File: src/rtl/cpu_pkg.sv
// Shared CPU datapath widths, constants and types for the register-file slice.
package cpu_pkg;

    localparam int DATA_W = 32;
    localparam int ADDR_W = 5;

    typedef logic [DATA_W-1:0] word_t;
    typedef logic [ADDR_W-1:0] reg_addr_t;

    localparam word_t     ZERO_WORD    = 32'h0000_0000;
    localparam reg_addr_t NOP_REG_ADDR = 5'd0;

endpackage : cpu_pkg

File: src/rtl/hilo_reg.sv
// HI/LO register pair with write-through bypass toward EX.
module hilo_reg
    import cpu_pkg::*;
#(
    parameter int DATA_W = cpu_pkg::DATA_W
) (
    input  logic              clk,
    input  logic              rst,
    input  logic              we_i,
    input  logic [DATA_W-1:0] hi_i,
    input  logic [DATA_W-1:0] lo_i,
    output logic [DATA_W-1:0] hi_o,
    output logic [DATA_W-1:0] lo_o
);

    logic [DATA_W-1:0] hi_q;
    logic [DATA_W-1:0] hi_d;
    logic [DATA_W-1:0] lo_q;
    logic [DATA_W-1:0] lo_d;

    // Next-state: both halves load together so HI/LO never disagree.
    always_comb begin
        hi_d = hi_q;
        lo_d = lo_q;
        if (we_i) begin
            hi_d = hi_i;
            lo_d = lo_i;
        end else begin
            hi_d = hi_q;
            lo_d = lo_q;
        end
    end

    // HI/LO storage, cleared by the asynchronous reset.
    always_ff @(posedge clk or negedge rst) begin
        if (!rst) begin
            hi_q <= {DATA_W{1'b0}};
            lo_q <= {DATA_W{1'b0}};
        end else begin
            hi_q <= hi_d;
            lo_q <= lo_d;
        end
    end

    // Bypass ignores rst so EX sees in-flight HI/LO even during reset.
    always_comb begin
        hi_o = hi_q;
        lo_o = lo_q;
        if (we_i) begin
            hi_o = hi_i;
            lo_o = lo_i;
        end else begin
            hi_o = hi_q;
            lo_o = lo_q;
        end
    end

endmodule : hilo_reg

File: src/rtl/wb_regfile.sv
// Write-back endpoint: GPR file, HI/LO pair and bypassed read ports.
// Optional retire counter enabled by defining WB_RETIRE_CNT_EN.
module wb_regfile
    import cpu_pkg::*;
#(
    parameter int DATA_W = cpu_pkg::DATA_W,
    parameter int ADDR_W = cpu_pkg::ADDR_W,
    parameter int NREGS  = 32
) (
    input  logic              clk,
    input  logic              rst,
    input  logic [ADDR_W-1:0] wb_wd,
    input  logic              wb_wreg,
    input  logic [DATA_W-1:0] wb_wdata,
    input  logic [DATA_W-1:0] wb_hi,
    input  logic [DATA_W-1:0] wb_lo,
    input  logic              wb_whilo,
    input  logic              re1,
    input  logic [ADDR_W-1:0] raddr1,
    output logic [DATA_W-1:0] rdata1,
    input  logic              re2,
    input  logic [ADDR_W-1:0] raddr2,
    output logic [DATA_W-1:0] rdata2,
    output logic [DATA_W-1:0] hi_o,
    output logic [DATA_W-1:0] lo_o
`ifdef WB_RETIRE_CNT_EN
    ,
    input  logic              retire_clr,
    output logic [31:0]       retire_cnt
`endif
);

    logic [DATA_W-1:0] gpr_q [NREGS];
    logic              gpr_we_s;

    // Port priority: disabled, $0, in-flight write, then stored value.
    function automatic logic [DATA_W-1:0] rd_sel(
        input logic              re,
        input logic [ADDR_W-1:0] ra,
        input logic              wreg,
        input logic [ADDR_W-1:0] wd,
        input logic [DATA_W-1:0] wdata,
        input logic [DATA_W-1:0] stored
    );
        if (!re) begin
            return {DATA_W{1'b0}};
        end else if (ra == {ADDR_W{1'b0}}) begin
            return {DATA_W{1'b0}};
        end else if (wreg && (wd == ra)) begin
            return wdata;
        end else begin
            return stored;
        end
    endfunction

    assign gpr_we_s = wb_wreg && (wb_wd != {ADDR_W{1'b0}});

    // GPR array; $0 is never written so it stays at its reset value.
    always_ff @(posedge clk or negedge rst) begin
        if (!rst) begin
            for (int i = 0; i < NREGS; i++) begin
                gpr_q[i] <= {DATA_W{1'b0}};
            end
        end else if (gpr_we_s) begin
            gpr_q[wb_wd] <= wb_wdata;
        end
    end

    // Combinational read ports toward ID.
    always_comb begin
        rdata1 = rd_sel(re1, raddr1, wb_wreg, wb_wd, wb_wdata, gpr_q[raddr1]);
        rdata2 = rd_sel(re2, raddr2, wb_wreg, wb_wd, wb_wdata, gpr_q[raddr2]);
    end

    hilo_reg #(
        .DATA_W (DATA_W)
    ) u_hilo (
        .clk  (clk),
        .rst  (rst),
        .we_i (wb_whilo),
        .hi_i (wb_hi),
        .lo_i (wb_lo),
        .hi_o (hi_o),
        .lo_o (lo_o)
    );

`ifdef WB_RETIRE_CNT_EN
    logic [31:0] cnt_q;
    logic [31:0] cnt_d;

    // Clear beats increment; the counter wraps naturally at 32 bits.
    always_comb begin
        cnt_d = cnt_q;
        if (retire_clr) begin
            cnt_d = 32'd0;
        end else if (gpr_we_s || wb_whilo) begin
            cnt_d = cnt_q + 32'd1;
        end else begin
            cnt_d = cnt_q;
        end
    end

    // Retire counter register.
    always_ff @(posedge clk or negedge rst) begin
        if (!rst) begin
            cnt_q <= 32'd0;
        end else begin
            cnt_q <= cnt_d;
        end
    end

    assign retire_cnt = cnt_q;
`endif

endmodule : wb_regfile

File: config.mk
export PLATFORM = sky130hd
export DESIGN_NAME = wb_regfile
export DESIGN_NICKNAME = d
export VERILOG_FILES = /design/src/rtl/cpu_pkg.sv /design/src/rtl/hilo_reg.sv /design/src/rtl/wb_regfile.sv
export SDC_FILE = /design/constraint.sdc
export NUM_CORES = 2
export LEC_CHECK = 0
export CAP_MARGIN = 20
export CORE_UTILIZATION = 51
export DETAILED_ROUTE_END_ITERATION = 8
export GPL_ROUTABILITY_DRIVEN = 1
export PLACE_DENSITY = 0.76
export SYNTH_ARGS = -nofsm -noshare
export SYNTH_HDL_FRONTEND = slang
export SYNTH_HIERARCHICAL = 1
export SYNTH_SLANG_ARGS = --single-unit
export TNS_END_PERCENT = 30
File: constraint.sdc
create_clock -name clk -period 3.4 [get_ports clk]
set_input_delay 0.68 -clock clk [delete_from_list [all_inputs] [get_ports clk]]
set_output_delay 0.68 -clock clk [all_outputs]
set_load 0.05 [all_outputs]
* After elaboration in Yosys (flattened, before gate mapping)
Cells that the tools add are included.
** Word-level totals
- Flip-flop bits (word level) :: 1088
- Input port bits :: 117
- Output and inout port bits :: 128
- Logic and storage cells :: 67
** Operators by class
- Order comparisons :: 4
- Equality and inequality tests :: 2
- Mux-type cells :: 17
- Bitwise logic cells :: 3
- Reductions and logical operators :: 7
** Operators by type and width (count)
- bitwise mux 1024 bit :: 1
- two-way mux 32 bit :: 13
- binary-select mux 32 bit (select 5 bit) :: 2
- demux 32 bit (select 5 bit) :: 1
- >= comparator 6 bit (second input constant) :: 3
- NOT 5 -> 6 bit :: 3
- equality test 5 bit :: 2
- logical NOT 5 bit :: 2
- less-than comparator 6 x 1 -> 1 bit (second input constant) :: 1
- nonzero test 5 bit :: 1
- logical AND 1 bit :: 4

* Depth between registers and ports, before layout
- Word-level depth :: 7
- Depth in mapped cells :: 10
- Gate-level depth less buffers :: 5

* Modules after synthesis
The synthesis kept the hierarchy.
** Modules (own cells, without submodules)
- wb_regfile :: instances 1, cells each 3969, area each 55811.0 µm², sequential area each 25624.6 µm²
- hilo_reg :: instances 1, cells each 135, area each 2678.8 µm², sequential area each 1601.5 µm²

* Worst setup path after synthesis
OpenSTA, ideal clock, no wires.
- Path kind :: input port to output port
- Start point :: input port raddr2[0]
- End point :: output port rdata2[10]
- Arrival :: 2.443 ns
- Data required time :: 2.720 ns
- Slack :: 0.277 ns
- Stages on the path :: 9
- Path buffers :: 4
- Cells stage by stage :: buf_6 > buf_8 > buf_12 > xor2_1 > nor4_1 > nand3_1 > buf_2 > o211ai_1 > o221a_1
** Between the ends
- Longest elaborated chain between the ends :: 7
- Elaborated cells on any way between the ends :: 10
** RTL lines
- start, declared :: line wb_regfile.sv:22 : input logic [ADDR_W-1:0] raddr2,
- NOT 5 -> 6 bit (not written as such) :: line wb_regfile.sv:72 : rdata2 = rd_sel(re2, raddr2, wb_wreg, wb_wd, wb_wdata, gpr_q[raddr2]);
- binary-select mux 32 bit (select 5 bit) :: line wb_regfile.sv:72
- two-way mux 32 bit (not written as such) (2 in series) :: line wb_regfile.sv:72
- two-way mux 32 bit :: line wb_regfile.sv:49 : end else if (wreg && (wd == ra)) begin
- two-way mux 32 bit * :: line wb_regfile.sv:47 : end else if (ra == {ADDR_W{1'b0}}) begin
- two-way mux 32 bit * :: line wb_regfile.sv:45 : if (!re) begin
- end, declared :: line wb_regfile.sv:23 : output logic [DATA_W-1:0] rdata2,
Every way passes the cells marked *; elsewhere a longest branch is shown, timed or not. The select of a mux whose other input is x is not followed.

* Worst setup path after layout
- Start point :: input port raddr1[0]
- End point :: output port rdata1[16]
** Between the ends
- Longest elaborated chain between the ends :: 7
- Elaborated cells on any way between the ends :: 10
** RTL lines
- start, declared :: line wb_regfile.sv:19 : input logic [ADDR_W-1:0] raddr1,
- NOT 5 -> 6 bit (not written as such) :: line wb_regfile.sv:71 : rdata1 = rd_sel(re1, raddr1, wb_wreg, wb_wd, wb_wdata, gpr_q[raddr1]);
- binary-select mux 32 bit (select 5 bit) :: line wb_regfile.sv:71
- two-way mux 32 bit (not written as such) (2 in series) :: line wb_regfile.sv:71
- two-way mux 32 bit :: line wb_regfile.sv:49
- two-way mux 32 bit * :: line wb_regfile.sv:47
- two-way mux 32 bit * :: line wb_regfile.sv:45
- end, declared :: line wb_regfile.sv:20 : output logic [DATA_W-1:0] rdata1,
Marks and branches as above.

==> impl_metrics.py <==
metrics = {
    "layout": {
        "finish.utilization_pct": 63.6,
        "final_area_um2": 71900,
        "final_cell_mix": "dfrtp_1, mux2_2, mux2i_1",
        "drive_gt1_share_pct": 49.9,
        "final_common_cell": "dfrtp_1",
        "finalNonFillerCells": 6127,
        "area_delta_synth_final_pct": 22.9,
        "nets": 4651,
    },
    "pwr": {
        "p_per_area_nw_per_um2": 558,
        "p_sw_mw": 11.4,
        "intPower_mw": 28.7,
        "p_clk_share_pct": 33.6,
        "peakVddDrop_mv": 0.518,
        "p_sw_share_pct": 28.4,
        "seqPwrFrac_pct": 42.7,
        "p_leak_nw": 31.9,
        "combPwrFrac_pct": 23.7,
    },
    "synthesis": {
        "synth-seq-cells": 1088,
        "synth_top_area_cell": "dfrtp_1",
        "netlist-cell-type-count": 38,
        "synth_ff_type": "dfrtp_1",
        "yosys-top-cells-area": "dfrtp_1, mux2_2, mux4_2",
        "syn_nets": 4221,
        "syn_avg_cell_area_um2": 14.3,
        "async_flop_share_pct": 100,
        "synth_area_um2": 58500,
        "yosysWarnings": 6,
        "synth_top_area_share_pct": 46.5,
        "ys_seq_area_share_pct": 46.5,
        "synthCells": 4104,
        "synth_edf_count": 0,
    },
    "critical_path": {
        "rr_worst_depth": 1,
        "end_kind": "primary output",
        "critPathKind": "in -> out",
        "path_depth": 11,
        "cp_slowest_stage_delay_ns": 0.47,
        "start_kind": "input port",
        "required_ns": 2.72,
        "timing.reg2reg.setup_slack_ns": 2.58,
        "cp_cell_sequence": "buf_16 -> buf_16 -> buf_16 -> buf_12 -> buf_4 -> mux4_2 -> mux2i_1 -> buf_4 -> o221ai_2 -> o221a_1 -> buf_6",
        "r2r-start": "gpr_q[304]",
        "crit_buf_inv": 7,
        "cp_data_arrival_time_ns": 2.79,
        "r2r_end": "gpr_q[304]",
        "cpMaxStageDelayCell": "mux4_2",
        "cp_max_fo": 8,
        "crit_family": "buffers and inverters",
        "crit_top_cell": "buf_16",
    },
    "routing": {
        "dr.pass1.iters": 6,
        "vias": 41300,
        "drt-wirelength-per-cell_um": 30.7,
        "vias_per_cell": 6.73,
        "wirelength_mm": 188,
        "drtIter0Drc": 4240,
        "drc": 0,
        "ant_nets": 0,
    },
    "clock_tree": {
        "cts.sinks": 1088,
        "path_clk_slew_ns": 0.07,
        "root_buffer": "clkbuf_16",
        "cts.htree.levels": 3,
        "clock_path_buffers": 3,
        "clock_latency_ns": 0.71,
        "cts_tree": "done",
        "cts_buffers": 111,
    },
    "global_routing": {
        "grt_max_degree": 89,
        "grt_pass1_wl_mm": 279,
        "gr-total-overflow": 0,
        "grtUsageTotal_pct": 32.0,
        "antenna_found_initial": 6,
        "grt_pass1_vias": 42900,
    },
    "sta": {
        "tightestPinTransition_ns": 0.811,
        "setup_viol_count_final": 26,
        "rsz0062_at_grt": "yes",
        "final-hold-violation-count": 0,
        "relSlewSlack_pct": 45.9,
        "finClkSkew_ns": 0,
        "max_freq_mhz": 288,
        "setup_slack_ns": -0.0736,
        "fin_crit_sh_pct": 102,
        "report.final.slew_viol_count": 0,
        "period_minus_slack_ns": 3.47,
    },
    "min_path": {
        "worstHoldStart": "gpr_q[994]",
        "hold_depth": 0,
        "hold_end": "gpr_q[994]",
        "holdCritPathClass": "reg -> reg",
    },
    "placement": {
        "gp_congestion": 0.883,
        "dp_hpwl_mm": 116,
        "numPlacedInstances": 5858,
        "postPlaceCellArea_um2": 66300,
        "io_buffer_count": 244,
    },
    "floorplan": {
        "initial_utilization_pct": 51.7,
        "die_area_um2": 116000,
        "coreArea_um2": 113000,
        "die_w_um": 341,
        "ios": 245,
        "die_height_um": 341,
        "std_cell_rows": 123,
    },
    "outcome": {
        "status": "complete, but fails checks",
        "violations": "setup timing",
    },
    "flow_run": {
        "max_cap_viol_count": 0,
    },
}
==> Yosys cell counts, types with 8 or more instances <==
cell type,n
dfrtp_1,1088
mux2_2,996
mux2i_1,484
mux4_2,320
clkbuf_1,249
o22ai_1,113
a22oi_1,73
nor2b_1,68
buf_2,66
nor3_1,65
a211oi_1,64
mux2_4,60
buf_4,59
buf_1,53
nand2_1,52
o221a_1,52
o221ai_1,49
o21ai_0,32
buf_6,31
o211ai_1,21
nor2_1,20
a21oi_1,17
nand3_1,15
o221a_2,12
buf_12,8
xor2_1,8
==> cells by family (layout without fill, tap and decap cells) <==
family,count (synthesis),after routing,synth area share [%]
multiplexers,1860,1860,41.3
AND/OR/NAND/NOR,243,243,2.14
AO/OA/AOI/OAI,435,435,5.66
XOR/XNOR,10,10,0.150
other,0,1,0
buffers and inverters,468,990,4.18
flip-flops,1088,1088,46.5
==> through the flow <==
step	power (mW)	hold WS, ns	setup TNS (ns)	worst slack (ns)
finish	40.1	0.396	-0.736	-0.0736
global route	41.6	0.409	-1.37	-0.100
CTS	39.9	0.398	-0.0870	-0.0340
detailed placement	26.3	0.384	-9.40	-0.300
global placement	25.9	0.376	-11.98	-0.324
floorplan	23.0	0.384	0	0.277
==> registers in the layout (all words and copies together), names as in the netlist <==
signal       cells
u_hilo/lo_q     32
u_hilo/hi_q     32
gpr_q         1024
==> cell type report <==
| class | instances | area, µm² |
|---|---|---|
| clock buffer | 152 | 3210 |
| fill | 8098 | 41200 |
| sequential | 1088 | 27200 |
| antenna | 1 | 2.50 |
| tap | 1500 | 1880 |
| multi-input combinational | 2548 | 29600 |
| timing repair buffer | 785 | 9190 |
| clock inverter | 53 | 837 |
==> metal layers <==
metal  vias to the layer above  GRT usage, %  share of wire (%)
met2                      2549          49.2                 45
met1                     21400          42.6                 38
li1                      16600             -                  -
met4                         4          13.4                4.9
met3                       613          9.21                 12
met5                         -             0              0.012
==> repair_timing <==
item | CTS | global route
pin swaps | 16 | 25
hold buffers | 1 | 0
endpoints found under the hold margin | 10 | 0
resized for setup | 76 | 63
gates cloned | 4 | 6
setup endpoints to repair | 64 | 60
setup buffers | 2 | 51
==> how the worst max path moves through the flow <==
| stage | slack [ns] | from | to |
|---|---|---|---|
| 6_report | -0.07 | raddr1[0] | rdata1[16] |
| 5_1_grt | -0.10 | raddr1[0] | rdata1[19] |
| 4_1_cts | -0.03 | raddr2[0] | rdata2[20] |
| 3_5_place_dp | -0.30 | wb_wd[0] | rdata1[18] |
| 3_3_place_gp | -0.32 | wb_wd[0] | rdata1[15] |
| 2_1_floorplan | 0.28 | raddr2[0] | rdata2[10] |
==> power by group through the flow <==
stage | clock network [mW] | registers, mW | logic (mW)
2_1_floorplan | 0 | 16.7 | 6.30
3_3_place_gp | 0 | 17.1 | 8.85
3_5_place_dp | 0 | 17.3 | 9.08
4_1_cts | 13.6 | 17.1 | 9.27
5_1_grt | 14.1 | 17.4 | 10.0
6_report | 13.5 | 17.1 | 9.51
Power figures use the tool's default switching activity.
